[src/rtl/nrisc_mc_if.sv]
// Fetch and data-memory handshake bundle for the nrisc_mc multi-cycle core.
// master = core side, slave = memory side.
interface nrisc_mc_if #(
  parameter int DATA_W = 8,
  parameter int ADDR_W = 8
);
  logic              imem_req;
  logic [ADDR_W-1:0] imem_addr;
  logic              imem_ready;
  logic [7:0]        imem_rdata;
  logic              dmem_req;
  logic              dmem_we;
  logic [ADDR_W-1:0] dmem_addr;
  logic [DATA_W-1:0] dmem_wdata;
  logic              dmem_ready;
  logic [DATA_W-1:0] dmem_rdata;

  modport master (
    output imem_req, imem_addr, dmem_req, dmem_we, dmem_addr, dmem_wdata,
    input  imem_ready, imem_rdata, dmem_ready, dmem_rdata
  );
  modport slave (
    input  imem_req, imem_addr, dmem_req, dmem_we, dmem_addr, dmem_wdata,
    output imem_ready, imem_rdata, dmem_ready, dmem_rdata
  );
endinterface

[src/rtl/nrisc_mc.sv]
// Tiny 8-bit-instruction multi-cycle RISC core: FETCH/DECODE/EXEC/MEM/WB,
// four general registers, ready-handshaked instruction and data memories.
module nrisc_mc #(
  parameter int DATA_W = 8,
  parameter int ADDR_W = 8
) (
  input  logic              clk,
  input  logic              rst_n,
  nrisc_mc_if.master        bus,
  output logic              retired,
  output logic [ADDR_W-1:0] pc_out
);
  typedef enum logic [2:0] {FETCH, DECODE, EXEC, MEM, WB} state_t;

  localparam logic [2:0] OP_ADD  = 3'd0;
  localparam logic [2:0] OP_SUB  = 3'd1;
  localparam logic [2:0] OP_NAND = 3'd2;
  localparam logic [2:0] OP_LI   = 3'd3;
  localparam logic [2:0] OP_LD   = 3'd4;
  localparam logic [2:0] OP_ST   = 3'd5;
  localparam logic [2:0] OP_BEQZ = 3'd6;

  state_t                  state, state_nxt;
  logic                    run;
  logic [ADDR_W-1:0]       pc, maddr, pc_inc, br_off;
  logic [7:0]              ir;
  logic [3:0][DATA_W-1:0]  rf;
  logic [DATA_W-1:0]       a, b, res;
  logic [2:0]              op;
  logic [1:0]              rd, rs;
  logic                    is_mem, is_ctl;

  assign op     = ir[7:5];
  assign rd     = ir[4:3];
  assign rs     = ir[2:1];
  assign is_mem = (op == OP_LD) || (op == OP_ST);
  assign is_ctl = op[2] & op[1];
  assign pc_inc = pc + ADDR_W'(1);
  assign br_off = {{(ADDR_W-3){ir[2]}}, ir[2:0]};
  assign pc_out = pc;

  always_ff @(posedge clk or negedge rst_n) begin
    if (!rst_n) state <= FETCH;
    else        state <= state_nxt;
  end

  // run holds fetch off until the first edge after reset release
  always_comb begin
    state_nxt      = state;
    bus.imem_req   = 1'b0;
    bus.dmem_req   = 1'b0;
    bus.dmem_we    = 1'b0;
    retired        = 1'b0;
    bus.imem_addr  = pc;
    bus.dmem_addr  = maddr;
    bus.dmem_wdata = a;
    case (state)
      FETCH: begin
        bus.imem_req = run;
        if (run && bus.imem_ready) state_nxt = DECODE;
      end
      DECODE: state_nxt = EXEC;
      EXEC: begin
        if (is_mem)      state_nxt = MEM;
        else if (is_ctl) begin state_nxt = FETCH; retired = 1'b1; end
        else             state_nxt = WB;
      end
      MEM: begin
        bus.dmem_req = 1'b1;
        bus.dmem_we  = (op == OP_ST);
        if (bus.dmem_ready) begin
          state_nxt = (op == OP_ST) ? FETCH : WB;
          retired   = (op == OP_ST);
        end
      end
      WB: begin
        state_nxt = FETCH;
        retired   = 1'b1;
      end
      default: state_nxt = FETCH;
    endcase
  end

  always_ff @(posedge clk or negedge rst_n) begin
    if (!rst_n) begin
      run   <= 1'b0;
      pc    <= '0;
      ir    <= '0;
      rf    <= '0;
      a     <= '0;
      b     <= '0;
      res   <= '0;
      maddr <= '0;
    end else begin
      run <= 1'b1;
      case (state)
        FETCH:  if (run && bus.imem_ready) ir <= bus.imem_rdata;
        DECODE: begin
          a <= rf[rd];
          b <= rf[rs];
        end
        EXEC: begin
          case (op)
            OP_ADD:       res   <= a + b;
            OP_SUB:       res   <= a - b;
            OP_NAND:      res   <= ~(a & b);
            OP_LI:        res   <= DATA_W'(ir[2:0]);
            OP_LD, OP_ST: maddr <= ADDR_W'(b);
            OP_BEQZ:      pc    <= (a == '0) ? pc_inc + br_off : pc_inc;
            default:      pc    <= ADDR_W'(a);
          endcase
        end
        MEM: begin
          if (bus.dmem_ready) begin
            if (op == OP_ST) pc  <= pc_inc;
            else             res <= bus.dmem_rdata;
          end
        end
        WB: begin
          rf[rd] <= res;
          pc     <= pc_inc;
        end
        default: ;
      endcase
    end
  end
endmodule

[src/flat_wrapper.sv]
// flat-port wrapper written by rule: the top's interface ports become plain ports
module nrisc_mc_flat 
#(
  parameter int DATA_W = 8,
  parameter int ADDR_W = 8
)
  (clk, rst_n, retired, pc_out, bus_imem_req, bus_imem_addr, bus_dmem_req, bus_dmem_we, bus_dmem_addr, bus_dmem_wdata, bus_imem_ready, bus_imem_rdata, bus_dmem_ready, bus_dmem_rdata);
  nrisc_mc_if #(.DATA_W(DATA_W), .ADDR_W(ADDR_W)) bus_i ();
  input  logic clk;
  input  logic rst_n;
  output logic retired;
  output logic [ADDR_W-1:0] pc_out;
  output wire logic [$bits(bus_i.imem_req)-1:0] bus_imem_req;
  output wire logic [$bits(bus_i.imem_addr)-1:0] bus_imem_addr;
  output wire logic [$bits(bus_i.dmem_req)-1:0] bus_dmem_req;
  output wire logic [$bits(bus_i.dmem_we)-1:0] bus_dmem_we;
  output wire logic [$bits(bus_i.dmem_addr)-1:0] bus_dmem_addr;
  output wire logic [$bits(bus_i.dmem_wdata)-1:0] bus_dmem_wdata;
  input wire logic [$bits(bus_i.imem_ready)-1:0] bus_imem_ready;
  input wire logic [$bits(bus_i.imem_rdata)-1:0] bus_imem_rdata;
  input wire logic [$bits(bus_i.dmem_ready)-1:0] bus_dmem_ready;
  input wire logic [$bits(bus_i.dmem_rdata)-1:0] bus_dmem_rdata;
  assign bus_imem_req = bus_i.imem_req;
  assign bus_imem_addr = bus_i.imem_addr;
  assign bus_dmem_req = bus_i.dmem_req;
  assign bus_dmem_we = bus_i.dmem_we;
  assign bus_dmem_addr = bus_i.dmem_addr;
  assign bus_dmem_wdata = bus_i.dmem_wdata;
  assign bus_i.imem_ready = bus_imem_ready;
  assign bus_i.imem_rdata = bus_imem_rdata;
  assign bus_i.dmem_ready = bus_dmem_ready;
  assign bus_i.dmem_rdata = bus_dmem_rdata;
  nrisc_mc #(.DATA_W(DATA_W), .ADDR_W(ADDR_W)) u_core (.clk(clk), .rst_n(rst_n), .bus(bus_i), .retired(retired), .pc_out(pc_out));
endmodule
[config.mk]
export PLATFORM = sky130hd
export DESIGN_NAME = nrisc_mc_flat
export DESIGN_NICKNAME = d
export VERILOG_FILES = /design/src/rtl/nrisc_mc_if.sv /design/src/rtl/nrisc_mc.sv /design/src/flat_wrapper.sv
export SDC_FILE = /design/constraint.sdc
export NUM_CORES = 1
export LEC_CHECK = 0
export BUFFER_PORTS_ARGS = -buffer_cell sky130_fd_sc_hd__buf_2
export CORE_ASPECT_RATIO = 1.1
export CORE_UTILIZATION = 29
export CTS_BUF_LIST = sky130_fd_sc_hd__clkbuf_4
export DETAILED_ROUTE_END_ITERATION = 6
export PLACE_DENSITY = 0.54
export SYNTH_ARGS = -nofsm -noshare
export SYNTH_HDL_FRONTEND = slang
export SYNTH_SLANG_ARGS = --single-unit
[constraint.sdc]
create_clock -name clk -period 3.7 [get_ports clk]
set_input_delay 0.185 -clock clk [delete_from_list [all_inputs] [get_ports clk]]
set_output_delay 0.185 -clock clk [all_outputs]
set_load 0.01 [all_outputs]
Yosys cells after proc, flatten, opt, wreduce, memory -nomap -nowiden
Index checks and enable logic that the tools add are counted.
{ "totals": {"reg_bits": 84, "input_bits": 20, "elab_cells": 82} }
{ "op_classes": {"add_sub_neg": 4, "n_lt_le_gt_ge": 3, "eq_ne": 16, "n_mux": 29, "n_bitwise": 3, "reduce_logical": 15} }
{ "ops": {"columns": ["operator", "n"], "rows": [
  ["8-bit two-way mux", 8],
  ["8-bit binary-select mux with 2-bit select", 2],
  ["32-bit bitwise mux", 1],
  ["8-bit case mux with 2 select lines", 2],
  ["8-bit case mux with 4 select lines", 1],
  ["8-bit case mux with 3 select lines", 1],
  ["8-bit adder", 2],
  ["8-bit demux with 2-bit select", 1],
  ["3-bit two-way mux", 5],
  ["3-bit by 2-bit == test with 1-bit output, second input constant", 4],
  ["3-bit == test, second input constant", 4],
  ["3-bit case mux with 4 select lines", 1],
  ["8-bit by 1-bit adder with 8-bit output, second input constant", 1],
  ["8-bit bitwise AND", 1],
  ["8-bit zero test", 1],
  ["8-bit inverter", 1],
  ["4-bit AND reduction", 2],
  ["8-bit subtractor", 1],
  ["3-bit by 1-bit == test with 1-bit output, second input constant", 2],
  ["3-bit zero test", 2],
  ["2-bit by 3-bit less-than comparator with 1-bit output, second input constant", 2],
  ["1-bit two-way mux", 6],
  ["2-bit inequality test, second input constant", 3],
  ["2-bit AND reduction", 3],
  ["11 further kinds", 13]
]} }

Longest topological paths before layout
{ "depth": {"ltp_word": 5, "mapped_depth": 12, "mapped_depth_nobuf": 11} }

Worst setup path after synthesis
No wires, ideal clock.
{ "synth_timing": {"kind": "register -> register", "from": "reg u_core.ir[6]", "to": "reg u_core.res[5]", "setup_ns": 0.094, "t_arrival_ns": 2.370, "setup_slack_ns": 1.236, "path_stages_with_launch": 13, "n_path_buf": 1, "synth_period_minus_slack_ns": 2.464, "cell_sequence": "dfrtp_1 -> buf_2 -> nand2b_1 -> nor2_1 -> a21oi_1 -> xnor2_1 -> ha_1 -> nand2_1 -> o2bb2a_1 -> nand3b_1 -> xor2_1 -> a21oi_1 -> a211oi_1"} }
{ "synth_via": {"elab_chain_len": 3} }
{ "synth_lines": {"columns": ["item", "line", "text"], "rows": [
  ["from (decl)", "nrisc_mc.sv:26", "logic [7:0] ir;"],
  ["from (signal assigned)", "nrisc_mc.sv:97", "FETCH: if (run && bus.imem_ready) ir <= bus.imem_rdata;"],
  ["3-bit by 2-bit == test with 1-bit output, or another cell as far along", "nrisc_mc.sv:103", "case (op)"],
  ["8-bit case mux with 4 select lines, or another cell as far along", "nrisc_mc.sv:103", null],
  ["8-bit case mux with 2 select lines / 4-bit AND reduction (equally long branches)", null, null],
  ["to (signal assigned)", "nrisc_mc.sv:104", "OP_ADD: res <= a + b;"],
  ["to (signal assigned)", "nrisc_mc.sv:105", "OP_SUB: res <= a - b;"],
  ["to (signal assigned)", "nrisc_mc.sv:106", "OP_NAND: res <= ~(a & b);"],
  ["to (decl)", "nrisc_mc.sv:28", "logic [DATA_W-1:0] a, b, res;"]
]} }
Several ways; a longest one is shown, not always the timed one.
A chain may end at the register's enable or synchronous reset.

Worst setup path in the final report
{ "layout_timing": {"from": "reg u_core.ir[5]", "to": "reg u_core.res[4]"} }
Same word-level chain as after synthesis.

==> results.md <==
- Status: finished clean
- Final critical-path required period: 2.96 ns
- Overall via count from detail_route: 3,691
- Detailed placement HPWL: 9440 um
- Distinct cells, synth: 59
- CP cell instances: nand2b_1 -> nor2_1 -> mux2i_1 -> fa_1 -> a21oi_1 -> o21bai_1 -> xor2_1 -> a211oi_1 -> o22ai_1
- Grt ovf: 0
- Mean routed wirelength per cell: 17.9 um
- H-tree Lvls: 3
- CTS Buf Count: 9
- Post-synth EDFFs: 0
- Num rows: 49
- Area after DPL: 0.00540 mm2
- Layout Skew: 0.0244 ns
- Commonest non-fill, non-tap cell in the layout: dfrtp_1
- CTS Root Cell: clkbuf_4
- Nets: 554
- Layout cells sized above 1: 26.6%
- Max Cap Violations: 0
- CTS tree: yes
- Static leakage: 0.00254 uW
- Final wirelength: 12,900 um
- Slowest stage delay, CP: 0.68 ns
- Ys Warns: 0
- Worst hold stages: 3
- Arr. time, crit path: 3.30 ns
- Part of the cycle the worst path needs: 79.9%
- Switching power: 2360 uW
- Vias per cell: 5.11
- F_max: 0.338 GHz
- Die area: 0.0176 mm2
- Syn avg cell area: 10.9 um2
- WP data required: 4.04 ns
- Placed insts: 694
- Worst-path clk slew: 0.15 ns
- Sw Ratio: 44.6%
- Setup TNS: 0 ns
- Largest net degree at the start of global routing: 63
- Area grow syn2layout: 14.4%
- Clock group share of total power: 10.4%
- Post-synthesis register bit count: 84
- Global-route wire length before repair: 20,800 um
- Flop pwr share: 34.3%
- Power per cell area: 931 mW/mm2
- Setup-failing EPs final: 0
- CP max-delay cell: dfrtp_1
- Post-CTS Setup Inserts: 0
- Critical path type: flip-flop to flip-flop
- Clock sink count: 84
- DR pass1 iterations: 4
- IO Port Bufs: 55
- Final Max Slew Viols: 0
- Finished Core Util: 34.2%
- Core outline area: 0.0166 mm2
- Number of antenna violations at the first check in global routing: 0
- Gate power share: 55.3%
- Async set-or-reset flop fraction in the synthesized netlist: 100%
- Diode count: 0
- Slew HR: 35.5%
- Die width: 127 um
- Initial Util: 29.9%
- Chip Height: 139 um
- ANT nets after route: 0
- Crit end category: flip-flop
- RSZ-0062 raised after global routing: no
- Post-Syn Nets: 496
- Primary FF master, synth: dfrtp_1
- Final Hold Viols: 0
- Syn Inst Count: 456
- Final non-filler cell total: 723
- Worst slew pin tran: 0.963 ns
- Worst-Skew Late Latency: 0.46 ns
- Most frequent cells in the layout: dfrtp_1, buf_2, nand2_1
- Max Buffers Root-to-Sink: 2
- Register area share after synthesis: 42.4%
- R2r setup slk: 0.74 ns
- Initial drt markers: 233
- Worst r2r dst: u_core.res[4]$_DFFE_PN0P_
- WHS Endpoint: u_core.res[4]$_DFFE_PN0P_
- Worst Hold Class: primary input to flip-flop
- CP max FO: 14
- Number of remaining DRC errors: 0
- RR Startpoint: u_core.ir[5]$_DFFE_PN0P_
- Hold Path Origin: bus_dmem_rdata[4]
- Kind of start point of the critical path: flip-flop
- Vias in the first global route: 3,780
- Worst IR Drop VDD: 246 uV
- Ports: 56
- Post-Synthesis Cell Area: 0.00496 mm2
- GRT Util Overall: 15.5%
- Final instance area: 0.00567 mm2
- Gp weighted congestion: 0.867
- P_int: 2920 uW
- R2R depth: 9
## worst max-delay path: cells and delay by family, from the launching register on
kind	cells	cell delay [ns]
AOI/OAI and AO/OA	4	0.83
DFF	1	0.68
and+or+nand+nor	2	0.55
adders and majority gates	1	0.46
muxes	1	0.20
xor gates and xnor gates	1	0.14
## per-stage QoR
| stage | setup slack (ns) | power, uW | hold slack [ns] |
|---|---|---|---|
| floorplan | 1.24 | 3970 | -0.111 |
| global placement | 0.901 | 4670 | 0.320 |
| detailed placement | 0.779 | 4730 | 0.326 |
| CTS | 0.765 | 5300 | 0.00691 |
| global route | 0.485 | 5720 | 0.0407 |
| finish | 0.744 | 5280 | 0.0420 |
## state kept, by name, indices dropped and copies added, names as in the netlist
register,count
u_core.bus.imem_addr,8
u_core.bus.dmem_addr,8
u_core.state,3
u_core.ir,8
u_core.bus.dmem_wdata,8
u_core.run,1
u_core.rf,32
u_core.res,8
u_core.b,8
## cells in the mapped netlist (4+ instances only)
library cell / instances / area, um2
dfrtp_1: 84 / 2100
nand2_1: 41 / 154
mux2_2: 35 / 394
nor2_1: 27 / 101
a21oi_1: 22 / 110
o21ai_0: 21 / 105
ha_1: 18 / 225
mux2_1: 17 / 191
mux4_2: 16 / 360
xnor2_1: 15 / 131
inv_1: 13 / 48.8
nand3_1: 12 / 60.1
clkbuf_1: 11 / 41.3
a211oi_1: 10 / 75.1
xor2_1: 9 / 78.8
buf_4: 8 / 60.1
o21ai_1: 8 / 40.0
nor3_1: 6 / 30.0
o211ai_1: 6 / 45.0
buf_2: 5 / 25.0
nand2b_1: 5 / 31.3
inv_2: 4 / 15.0
nand3b_1: 4 / 30.0
o22ai_1: 4 / 25.0
## cell families after synthesis
family | share of synthesized area [%]
buffers and inverters | 4.22
AND/OR/NAND/NOR | 11.6
adder cells (fa/ha/maj) | 5.35
AO/OA/AOI/OAI | 12.4
other | 0.0757
multiplexers | 19.7
flip-flops | 42.4
XOR/XNOR | 4.24
## power by group through the flow
stage,logic [uW],registers [uW],clock network (uW)
after floorplan,2360,1610,0
after global placement,2860,1810,0
after detailed placement,2890,1840,0
after CTS,2920,1810,571
after global routing,3240,1880,601
final,2920,1810,550
## metal layers
layer | part of all wire (%) | track usage (%)
met1 | 45 | 19.6
met2 | 49 | 26.0
met3 | 3.8 | 3.05
met4 | 1.7 | 5.77
met5 | 0 | 0
## how the worst max path moves through the flow
stage / start / to / cells after the start
2_1_floorplan: u_core.ir[6]$_DFFE_PN0P_ / u_core.res[5]$_DFFE_PN0P_ / 12
3_3_place_gp: u_core.ir[5]$_DFFE_PN0P_ / u_core.res[4]$_DFFE_PN0P_ / 9
3_5_place_dp: u_core.ir[5]$_DFFE_PN0P_ / u_core.res[4]$_DFFE_PN0P_ / 9
4_1_cts: u_core.ir[5]$_DFFE_PN0P_ / u_core.res[4]$_DFFE_PN0P_ / 9
5_1_grt: u_core.ir[5]$_DFFE_PN0P_ / u_core.res[5]$_DFFE_PN0P_ / 11
6_report: u_core.ir[5]$_DFFE_PN0P_ / u_core.res[4]$_DFFE_PN0P_ / 9
## cell type report
class	count	area (um2)
clock buffers	10	75.1
clock inverters	6	62.6
fillers	1684	10900
inverters	17	63.8
multi-input cells	328	2660
flip-flops and latches	84	2100
well taps	204	255
repair buffers	74	453
## timing repair
action	4_1_cts	5_1_grt
resized for setup	0	0
endpoints found under the hold margin	73	0
hold buffers	13	0
(Power assumes the default switching activity.)
